[config.mk]
export PLATFORM = sky130hd
export DESIGN_NAME = kbd_ctrl
export DESIGN_NICKNAME = d
export VERILOG_FILES = /design/src/rtl/kbd_ctrl.sv
export SDC_FILE = /design/constraint.sdc
export NUM_CORES = 1
export LEC_CHECK = 0
export ABC_AREA = 1
export BUFFER_PORTS_ARGS = -buffer_cell sky130_fd_sc_hd__buf_2
export CAP_MARGIN = 5
export CORE_ASPECT_RATIO = 1.25
export CORE_MARGIN = 3
export CORE_UTILIZATION = 30
export DETAILED_ROUTE_END_ITERATION = 10
export SKIP_CTS_REPAIR_TIMING = 1
export SYNTH_ARGS = -nofsm -noshare
export SYNTH_HDL_FRONTEND = slang
export SYNTH_SLANG_ARGS = --single-unit
export TNS_END_PERCENT = 30
[constraint.sdc]
create_clock -name ui_clk -period 3.2 [get_ports ui_clk]
set_clock_uncertainty 0.2 [all_clocks]
set_input_delay 0.32 -clock ui_clk [delete_from_list [all_inputs] [get_ports ui_clk]]
set_output_delay 0.32 -clock ui_clk [all_outputs]
set_load 0.01 [all_outputs]
[src/rtl/kbd_ctrl.sv]
`default_nettype none
// ============================================================================
// Module      : kbd_ctrl
// Description : PS/2 keyboard receiver with scan-code FIFO and a two-word
//               register interface (DATA / STATUS).
// Revision    : 1.0 - initial release
// ============================================================================
module kbd_ctrl #(
    parameter int FIFO_AW     = 4,
    parameter int FILTER_LEN  = 8,
    parameter int TIMEOUT_CYC = 200000
) (
    input  logic        ui_clk,
    input  logic        rst,
    input  logic        ps2_clk,
    input  logic        ps2_data,
    input  logic        rd_en,
    input  logic        rd_addr,
    output logic [31:0] rd_data,
    output logic        data_avail
);

    localparam int c_DEPTH = 1 << FIFO_AW;
    localparam int c_FLT_W = $clog2(FILTER_LEN + 1);
    localparam int c_TO_W  = $clog2(TIMEOUT_CYC + 1);

    typedef enum logic [1:0] {
        S_IDLE   = 2'd0,
        S_DATA   = 2'd1,
        S_PARITY = 2'd2,
        S_STOP   = 2'd3
    } state_t;

    logic               r_clk_s1, r_clk_s2, r_dat_s1, r_dat_s2;
    logic               r_clk_flt, r_clk_flt_d;
    logic [c_FLT_W-1:0] r_flt_cnt;
    logic [c_TO_W-1:0]  r_to_cnt;

    state_t             r_state, w_state_next;
    logic [2:0]         r_bit_cnt, w_bit_cnt_next;
    logic [7:0]         r_shift, w_shift_next;
    logic               r_par_ok, w_par_ok_next;

    logic [7:0]         r_mem [c_DEPTH];
    logic [FIFO_AW-1:0] r_wr_ptr, r_rd_ptr;
    logic [FIFO_AW:0]   r_count;
    logic               r_ovf, r_perr, r_ferr;

    logic               w_fall, w_bit, w_timeout;
    logic               w_push, w_perr_set, w_ferr_set;
    logic               w_full, w_empty, w_pop, w_do_push, w_ovf_set, w_clr;
    logic [4:0]         w_cnt5;

    // Idle PS/2 lines are high, so the synchronisers come out of reset high
    always_ff @(posedge ui_clk) begin
        if (!rst) begin
            r_clk_s1    <= 1'b1;
            r_clk_s2    <= 1'b1;
            r_dat_s1    <= 1'b1;
            r_dat_s2    <= 1'b1;
            r_clk_flt   <= 1'b1;
            r_clk_flt_d <= 1'b1;
            r_flt_cnt   <= '0;
        end else begin
            r_clk_s1    <= ps2_clk;
            r_clk_s2    <= r_clk_s1;
            r_dat_s1    <= ps2_data;
            r_dat_s2    <= r_dat_s1;
            r_clk_flt_d <= r_clk_flt;
            if (r_clk_s2 == r_clk_flt) begin
                r_flt_cnt <= '0;
            end else if (r_flt_cnt == c_FLT_W'(FILTER_LEN - 1)) begin
                r_clk_flt <= r_clk_s2;
                r_flt_cnt <= '0;
            end else begin
                r_flt_cnt <= r_flt_cnt + 1'b1;
            end
        end
    end

    assign w_fall    = r_clk_flt_d & ~r_clk_flt;
    assign w_bit     = r_dat_s2;
    assign w_timeout = (r_state != S_IDLE) && (r_to_cnt == c_TO_W'(TIMEOUT_CYC - 1));

    always_ff @(posedge ui_clk) begin
        if (!rst) begin
            r_state   <= S_IDLE;
            r_bit_cnt <= '0;
            r_shift   <= '0;
            r_par_ok  <= 1'b0;
            r_to_cnt  <= '0;
        end else begin
            r_state   <= w_state_next;
            r_bit_cnt <= w_bit_cnt_next;
            r_shift   <= w_shift_next;
            r_par_ok  <= w_par_ok_next;
            if (w_fall || r_state == S_IDLE) r_to_cnt <= '0;
            else                             r_to_cnt <= r_to_cnt + 1'b1;
        end
    end

    always_comb begin
        w_state_next   = r_state;
        w_bit_cnt_next = r_bit_cnt;
        w_shift_next   = r_shift;
        w_par_ok_next  = r_par_ok;
        w_push         = 1'b0;
        w_perr_set     = 1'b0;
        w_ferr_set     = 1'b0;
        if (w_fall) begin
            case (r_state)
                S_IDLE: begin
                    if (!w_bit) begin
                        w_state_next   = S_DATA;
                        w_bit_cnt_next = '0;
                    end
                end
                S_DATA: begin
                    w_shift_next   = {w_bit, r_shift[7:1]};
                    w_bit_cnt_next = r_bit_cnt + 1'b1;
                    if (r_bit_cnt == 3'd7) w_state_next = S_PARITY;
                end
                S_PARITY: begin
                    w_par_ok_next = ^{r_shift, w_bit};
                    w_state_next  = S_STOP;
                end
                default: begin
                    w_state_next = S_IDLE;
                    if (!r_par_ok)  w_perr_set = 1'b1;
                    else if (!w_bit) w_ferr_set = 1'b1;
                    else            w_push     = 1'b1;
                end
            endcase
        end else if (w_timeout) begin
            w_state_next = S_IDLE;
            w_ferr_set   = 1'b1;
        end
    end

    // Full is exactly count == depth, i.e. the count MSB alone
    assign w_full     = r_count[FIFO_AW];
    assign w_empty    = (r_count == '0);
    assign w_pop      = rd_en & ~rd_addr & ~w_empty;
    assign w_do_push  = w_push & (~w_full | w_pop);
    assign w_ovf_set  = w_push & w_full & ~w_pop;
    assign w_clr      = rd_en & rd_addr;
    assign data_avail = ~w_empty;

    always_ff @(posedge ui_clk) begin
        if (w_do_push) r_mem[r_wr_ptr] <= r_shift;
    end

    always_ff @(posedge ui_clk) begin
        if (!rst) begin
            r_wr_ptr <= '0;
            r_rd_ptr <= '0;
            r_count  <= '0;
            r_ovf    <= 1'b0;
            r_perr   <= 1'b0;
            r_ferr   <= 1'b0;
        end else begin
            if (w_do_push) r_wr_ptr <= r_wr_ptr + 1'b1;
            if (w_pop)     r_rd_ptr <= r_rd_ptr + 1'b1;
            case ({w_do_push, w_pop})
                2'b10:   r_count <= r_count + 1'b1;
                2'b01:   r_count <= r_count - 1'b1;
                default: r_count <= r_count;
            endcase
            // A flag raised on the clearing edge survives the clear
            r_ovf  <= (r_ovf  & ~w_clr) | w_ovf_set;
            r_perr <= (r_perr & ~w_clr) | w_perr_set;
            r_ferr <= (r_ferr & ~w_clr) | w_ferr_set;
        end
    end

    generate
        if (FIFO_AW >= 4) begin : g_cnt_trunc
            assign w_cnt5 = r_count[4:0];
        end else begin : g_cnt_ext
            assign w_cnt5 = 5'(r_count);
        end
    endgenerate

    always_comb begin
        rd_data = '0;
        if (rd_addr)       rd_data = {21'b0, r_ferr, r_perr, r_ovf, 3'b0, w_cnt5};
        else if (!w_empty) rd_data = {23'b0, 1'b1, r_mem[r_rd_ptr]};
    end

endmodule
`default_nettype wire

Word level (Yosys, flattened, before mapping)
Memory sizes are Yosys's and may differ from the RTL's. A register that Yosys moved wholly into a read port is not among the register bits.
Index checks and enable logic that the tools add are counted.
W data, S select, Z words.
- word-level logic and storage cells: 102
- bits in registers: 58
- memory bits (read-only): 0
- RAM bits: 128
- bits of input ports: 6
- memories: 1
- output and inout bits: 33
- latch bits: 0
- shift-type cells: 0
- reductions and logical operators: 17
- bitwise operators: 22
- magnitude comparators: 0
- divide/modulo/power cells: 0
- equal/unequal tests: 11
- $mul: 0
- muxes and demuxes: 26
- add/subtract/negate cells: 7
- memories (name ; depth ; width ; rd ports ; clocked after memory_dff ; wr ports ; line ; text):
    r_mem ; 16 ; 8 ; 1 ; 1 ; 1 ; 44 ; logic [7:0] r_mem [c_DEPTH];
- operator list (operator ; number):
    $add A18 B1 Y18 const B ; 1
    $eq A18 B18 Y1 const B ; 1
    $mux W1 ; 14
    $add A4 B1 Y4 const B ; 3
    $mux W11 ; 1
    $and A1 B1 Y1 ; 10
    $pmux W5 S2 ; 1
    $mux W9 ; 1
    $reduce_xor A9 Y1 ; 1
    $mux W2 ; 4
    $mux W4 ; 2
    $not A1 Y1 ; 8
    $reduce_bool A2 Y1 ; 4
    $ne A3 B3 Y1 const B ; 2
    $pmux W2 S3 ; 1
    $pmux W3 S2 ; 1
    $reduce_and A2 Y1 ; 3
    $reduce_and A3 Y1 ; 2
    $reduce_or A3 Y1 ; 2
    $add A5 B1 Y5 const B ; 1
    $logic_not A5 Y1 ; 1
    $sub A5 B1 Y5 const B ; 1
    $eq A2 B1 Y1 const B ; 2
    $eq A2 B2 Y1 const B ; 2
    other kinds (11) ; 14

Depth between registers and ports, before layout
Gate-level depths: netlist (run 1).
- depth in word-level cells: 7
- gate-level depth with buffers: 18
- gate-level depth less buffers: 17

Worst setup path after synthesis (run 1)
Ideal clock, no wire load.
- path type: register to register
- start point: reg r_state[0]
- end point: reg r_count[4]
- cell stages (with the launch flop): 17
- arrival: 2.064 ns
- setup time: 0.129 ns
- required time: 2.871 ns
- period minus slack after synthesis: 2.393 ns
- slack: 0.807 ns
- buffers on the path: 1
- cells stage by stage: dfxtp_1 ha_1 nand2_1 nor2_1 o21ai_1 ha_1 clkbuf_2 xor2_1 ha_1 inv_1 nand2_1 nand3_1 nand2_1 nand2_1 nand2_1 nand2_1 a21oi_1
- cells in the longest elaborated chain, start to end: 7
- elaborated cells between the ends (all ways): 11
- those cells by class: eq/ne: 4; mux: 3; bitwise: 1; reduce/logical: 3
- RTL lines (item ; line ; text):
    from (decl) ; 39 ; state_t r_state, w_state_next;
    from (signal assigned) ; 93 ; r_state <= w_state_next;
    $eq A2 B2 Y1, or another cell as far along ; 111 ; case (r_state)
    $reduce_or A3 Y1 (no line) (*) ; n/a ;
    $mux W1 (*) ; 111 ;
    $mux W1 (*) ; 110 ; if (w_fall) begin
    $and A1 B1 Y1 (*) ; 144 ; assign w_do_push = w_push & (~w_full | w_pop);
    $eq A2 B1 Y1 or $eq A2 B2 Y1 (tied branches) ; 164 ; case ({w_do_push, w_pop})
    $pmux W5 S2 or $reduce_bool A2 Y1 (tied branches) ; n/a ;
    to (signal assigned) ; 165 ; 2'b10: r_count <= r_count + 1'b1;
    to (signal assigned) ; 166 ; 2'b01: r_count <= r_count - 1'b1;
    to (signal assigned) ; 167 ; default: r_count <= r_count;
    to (decl) ; 46 ; logic [FIFO_AW:0] r_count;
Mark *: on every way between the ends. The rest lies on a longest branch, timed or not.
A chain may end at the register's enable or synchronous reset.

==> results of run 1 <==
==> logic make-up after synthesis <==
| kind of cell | after synthesis | share of synthesized area |
|---|---|---|
| compound gates | 126 | 0.0845 |
| xor+xnor | 16 | 0.0166 |
| fa+ha+maj | 16 | 0.0238 |
| buf+inv | 130 | 0.0722 |
| flops | 190 | 0.604 |
| other cells | 1 | 0.000445 |
| simple gates | 397 | 0.199 |
==> registers in the layout, summed over array words and instances, names as in the netlist, 2 cells and up, named ones only <==
| name | count |
|---|---|
| r_bit_cnt | 3 |
| r_count | 5 |
| r_state | 2 |
| r_to_cnt | 18 |
| r_wr_ptr | 4 |
| r_rd_ptr | 4 |
| r_flt_cnt | 4 |
| r_shift | 8 |
| r_mem | 128 |
==> layer usage <==
| layer | global-route usage | up-vias | routed length (um) |
|---|---|---|---|
| met4 | 0.0429 | 0 | 338 |
| met5 | 0 | - | 0 |
| met1 | 0.155 | 2776 | 7890 |
| met2 | 0.204 | 142 | 9060 |
| met3 | 0.0244 | 25 | 848 |
| li1 | - | 2964 | - |
==> cells in the final DEF, fill, tap and decap left out, types with 6 or more instances in the layout <==
| cell type | count |
|---|---|
| nand2_1 | 161 |
| buf_4 | 26 |
| ha_1 | 16 |
| o21ai_0 | 59 |
| conb_1 | 21 |
| inv_1 | 72 |
| xor2_1 | 10 |
| nor2_1 | 133 |
| nand3_1 | 82 |
| buf_2 | 17 |
| edfxtp_1 | 128 |
| a21oi_1 | 37 |
| dfxtp_1 | 61 |
| o211ai_1 | 14 |
| xnor2_1 | 6 |
| clkbuf_16 | 17 |
==> path summary, 6_finish.rpt <==
| kind | end | slack, ps |
|---|---|---|
| worst min register to register | r_clk_s2 | 210 |
| worst max-delay path | rd_data[5] | 380 |
| worst min-delay path | r_perr | 20 |
| worst max register to register | r_count[4] | 430 |
==> power by group <==
part,switching [W],total [W],internal [W],leakage (nW)
Combinational,0.000220,0.000324,0.000104,1.60
Sequential,0.0000132,0.00261,0.00260,1.84
Clock,0.000954,0.00228,0.00132,0.304
==> worst reg2reg max path, delay by kind of cell, from the launching register on <==
kind / cells / cell delay [ps]
adder cells (fa/ha/maj): 2 / 510
AND/OR/NAND/NOR: 9 / 830
flip-flops: 1 / 320
XOR/XNOR: 1 / 220
buffers and inverters: 3 / 340
AO/OA/AOI/OAI: 2 / 300
==> stage by stage <==
| stage | utilization | std cells | power (W) | setup WS [ps] |
|---|---|---|---|---|
| global placement | 0.328 | 1233 | 0.00299 | 535 |
| detailed placement | 0.328 | 1233 | 0.00299 | 436 |
| CTS | 0.351 | 1265 | 0.00525 | 334 |
| global route | 0.352 | 1267 | 0.00539 | 132 |
| floorplan | - | 896 | 0.00291 | 807 |
| finish | 0.352 | 1267 | 0.00521 | 376 |
==> area by class of cell <==
cell class	instances	share of cell area
clock inverter	15	0.0214
sequential	190	0.531
inverter	77	0.0302
clock buffer	17	0.0444
tap	345	0.0450
multi-input combinational	576	0.293
timing repair buffer	47	0.0355
==> reports/metrics.cfg, run 1 <==
[outcome]
outcome=complete, no violations

[detailed_routing]
drc_errors=0
drtAntennaViolNets=0
firstDrtPassIters=4
drt-initial-drc-count=407
vias_per_cell=4.66
routedWlPerCell_um=14.3
dr_total_vias=5907
wirelength_um=18100

[floorplan]
rows=67
die_area_sq_mm=0.0301
ios=39
initial_core_util=0.309
core_sq_mm=0.0272
die_x_um=156
die_h_um=193

[sta]
period_minus_slack_ps=2820
maxSlewViolCount=0
worst_pin_slew_ps=928
period_share=0.882
fmax_ghz=0.354
holdWs_ps=22.0
rsz0062_at_grt=false
finalHoldViolations=0
relSlewSlack=0.381
tns_ps=0
setup_viol=0

[synthesis]
synth.area.top_cells=edfxtp_1, dfxtp_1, nand2_1, nor2_1, nand3_1
synth_area_per_cell_sq_um=9.62
synth.distinct_cells=38
synth_warnings=0
seq_area_frac_synth=0.604
synthTopCellsByCount=nand2_1, nor2_1, edfxtp_1
synth_flop_cell=edfxtp_1
ys_ff_latch=190
synthesis.area_sq_mm=0.00842
synthCells=876
yosys.area.top_type=edfxtp_1
synth-edff-count=128
synth.most_common_cell=nand2_1
ys_async_sr_fraction=0
synth_top_area_frac=0.456

[clock_network]
clk_latency_ps=440
clock-sinks=190
ctsLongestPathBuffers=2
htreeDepth=4
cts_buffers=17
clockRootBuffer=clkbuf_16
cts_tree=built
clkTransAtPathRegs_ps=70

[setup_path]
cp.arrival_ps=2300
rr_startpoint=r_clk_flt
reg2regPathDepth=17
endpoint_kind=output port
cp.depth=6
crit_family=compound AO/OA/AOI/OAI gates
worstSetupPathType=reg -> out
path_max_fanout=36
slowest_delay_ps=500
cp_slowest_cell=inv_2
worstPathRequired_ps=2680
timing.critical_path.buf_inv=2
crit_chain=inv_2, o21ai_0, o211ai_2, nand3_1, a21oi_1, buf_2
startpoint_type=flip-flop

[power]
p_leak_nw=3.75
ir_drop_mv=0.435
powerDensity_mw_per_mm2=544

[layout]
antenna_cells=0
finish.instance_area_sq_mm=0.00958
regArea_sq_mm=0.00509
fin_nets=931
syn2layout_area_growth_pct=13.8
fillerInstances=2727
multi_input_area_sq_mm=0.00281
drive_gt1_frac=0.105

[hold_path]
hp-start=rd_en
hold_path_class=in -> reg
hold_depth=4

[placement]
gp_congestion=0.836
dp_hpwl_um=12000
port_buffers=17
placed_area_sq_mm=0.00893

[grt]
grt_max_degree=78
antenna_found_initial=0
grt_pass1_vias=5530
grt.overflow.total=0
grt.total_usage=0.121
grt_pass1_wl_um=29000

[job]
drv_cap=0

Note: power is estimated with default switching activity, not from simulation.
==> inputs of run 2 (changes only) <==
--- a/config.mk
+++ b/config.mk
@@ -12,6 +12,7 @@
 export CORE_MARGIN = 3
 export CORE_UTILIZATION = 30
 export DETAILED_ROUTE_END_ITERATION = 10
+export REMOVE_ABC_BUFFERS = 1
 export SKIP_CTS_REPAIR_TIMING = 1
 export SYNTH_ARGS = -nofsm -noshare
 export SYNTH_HDL_FRONTEND = slang
==> run 2 against run 1 <==
Compared with the run above:
- final area shrank 0.26%
- clock power fell by 4%
- hold slack got worse by 13 ps
- register-to-register slack gained 60 ps
- maximum frequency fell by 3.8%
- sequential power about the same
- first-iteration DRC count up 1.5%
- utilization decreased by 0.092 points
- setup slack worse by 110 ps
- sequential share of layout area up 0.14 points
- largest cell class unchanged
==> reports/metrics.cfg, run 2 (synthesis gave the netlist of run 1 again) <==
[outcome]
outcome=complete, no violations  ; unchanged

[detailed_routing]
drc_errors=0  ; unchanged
wl_met1_um=8160  ; was 7890 um
firstDrtPassIters=5  ; was 4
wirelength_um=18300  ; was 18100 um
drtAntennaViolNets=0  ; unchanged
dr_total_vias=5817  ; was 5907
vias_per_cell=4.59  ; was 4.66
dr_wl_met2_um=9190  ; was 9060 um
routedWlPerCell_um=14.4  ; was 14.3 um
drt-initial-drc-count=413  ; was 407
highest_layer=met4  ; unchanged
wl_met3_um=581  ; was 848 um

[setup_path]
cp_slowest_cell=inv_2  ; unchanged
rr_startpoint=r_clk_flt  ; unchanged
endpoint_kind=output port  ; unchanged
path_max_fanout=56  ; was 36
crit_family=buffers and inverters  ; was compound AO/OA/AOI/OAI gates
timing.critical_path.buf_inv=2  ; unchanged
slowest_delay_ps=710  ; was 500 ps
reg2regPathDepth=17  ; unchanged
cp.arrival_ps=2420  ; was 2300 ps
reg2reg_setup_slack_ps=490  ; was 430 ps
worstSetupPathType=reg -> out  ; unchanged
timing.rr.end=r_count[4]  ; unchanged
crit_chain=inv_2, o211ai_1, nand3_1, nand3_1, nand2_1, nand2_1, nand2_1, buf_2  ; was inv_2, o21ai_0, o211ai_2, nand3_1, a21oi_1, buf_2
startpoint_type=flip-flop  ; unchanged
worstPathRequired_ps=2680  ; about the same
cp_common_cell=nand2_1

[clock_network]
clockRootBuffer=clkbuf_16  ; unchanged
clk_latency_ps=430  ; was 440 ps
clkTransAtPathRegs_ps=70  ; about the same
cts_tree=built  ; unchanged
clock-sinks=190  ; unchanged
cts_buffers=17  ; unchanged
ctsLongestPathBuffers=2  ; unchanged
htreeDepth=4  ; unchanged

[layout]
stdcell_count=1266  ; was 1267
regArea_sq_mm=0.00509  ; unchanged
antenna_cells=0  ; unchanged
reg_top3=r_mem (128), r_to_cnt (18), r_shift (8)  ; unchanged
final_common_cell=nand2_1  ; unchanged
fin_nets=930  ; was 931
syn2layout_area_growth_pct=13.5  ; was 13.8%
layout_common_cells=nand2_1, nor2_1, edfxtp_1  ; unchanged
fillerInstances=2695  ; was 2727
drive_gt1_frac=0.107  ; was 0.105
largest_register=r_mem  ; unchanged
multi_input_area_sq_mm=0.00281  ; about the same
finish.instance_area_sq_mm=0.00956  ; was 0.00958 sq mm
largest_register_ffs=128  ; unchanged

[hold_path]
holdPathEnd=r_perr  ; unchanged
hold_depth=4  ; unchanged
hp-start=rd_en  ; unchanged
hold_path_class=in -> reg  ; unchanged

[sta]
holdWs_ps=8.73  ; was 22.0 ps
rsz0062_at_grt=false  ; unchanged
fmax_ghz=0.341  ; was 0.354 GHz
setup_viol=0  ; unchanged
period_share=0.918  ; was 0.882
period_minus_slack_ps=2940  ; was 2820 ps
maxSlewViolCount=0  ; unchanged
tns_ps=0  ; unchanged
finalHoldViolations=0  ; unchanged
relSlewSlack=0.327  ; was 0.381
worst_pin_slew_ps=1010  ; was 928 ps

[grt]
grt_pass1_vias=5642  ; was 5530
grt_pass1_wl_um=29500  ; was 29000 um
grt.overflow.total=0  ; unchanged
antenna_found_initial=0  ; unchanged
grt_max_degree=78  ; unchanged
grt.total_usage=0.123  ; was 0.121

[floorplan]
core_sq_mm=0.0272  ; unchanged
rows=67  ; unchanged
ios=39  ; unchanged
initial_core_util=0.309  ; unchanged
die_h_um=193  ; unchanged
die_area_sq_mm=0.0301  ; unchanged
die_x_um=156  ; unchanged

[power]
p_leak_nw=3.74  ; was 3.75 nW
ir_drop_mv=0.357  ; was 0.435 mV
powerDensity_mw_per_mm2=534  ; was 544 mW/mm^2

[placement]
port_buffers=17  ; unchanged
gp_congestion=0.813  ; was 0.836
placed_area_sq_mm=0.00892  ; was 0.00893 sq mm
dp_cells=1232  ; was 1233
dp_hpwl_um=11800  ; was 12000 um

[job]
drv_cap=0  ; unchanged

## run 2: cell types whose count changed in the layout (fill, tap and decap cells not counted), sizes merged
cell,delta
bufinv,-3
buf,-1
clkinvlp,-1
clkinv,+2
inv,+2
## run 2: how the worst max path moves through the flow
stage,start,to,slack (ps),depth (start not counted)
detailed placement,r_clk_flt,r_count[4],490,17
global route,flip-flop,rd_data[7],50,6
CTS,flip-flop,rd_data[7],160,6
floorplan,flip-flop,rd_data[0],-40,7
global placement,r_clk_flt,r_count[4],550,17
finish,flip-flop,rd_data[2],260,8
## run 2: worst register-to-register path, stage by stage (launching register included)
cell,delay [ps]
dfxtp_1,370
inv_1,80
nand2_1,120
inv_2,130
nand2_1,140
nor2_1,70
o21ai_1,270
ha_2,350
xor2_1,210
ha_1,170
inv_1,40
nand2_1,80
nand3_1,100
nand2_1,70
nand2_1,40
nand2_1,50
nand2_1,40
a21oi_1,110
## run 2: final cells by class
class	count	area share
tap	345	0.0452
clock buffer	17	0.0445
inverter	77	0.0302
timing repair buffer	46	0.0348
clock inverter	15	0.0194
sequential	190	0.532
multi-input combinational	576	0.294
## run 2: through the flow
stage	setup slack, ps	utilization	total power, W
2_1_floorplan	-38.5	-	0.00287
3_3_place_gp	554	0.328	0.00298
3_5_place_dp	489	0.328	0.00298
4_1_cts	162	0.350	0.00515
5_1_grt	49.0	0.351	0.00529
6_report	264	0.351	0.00510
## run 2: routing by layer
layer	vias to the layer above	global-route usage
met1	2752	0.152
met5	-	0
met4	0	0.0393
met3	19	0.0253
met2	93	0.214
li1	2953	-
## run 2: report_power, final
part	internal [W]	switching, W	total (W)
Combinational	0.0000994	0.000219	0.000318
Sequential	0.00260	0.0000132	0.00261
Clock	0.00113	0.00105	0.00218
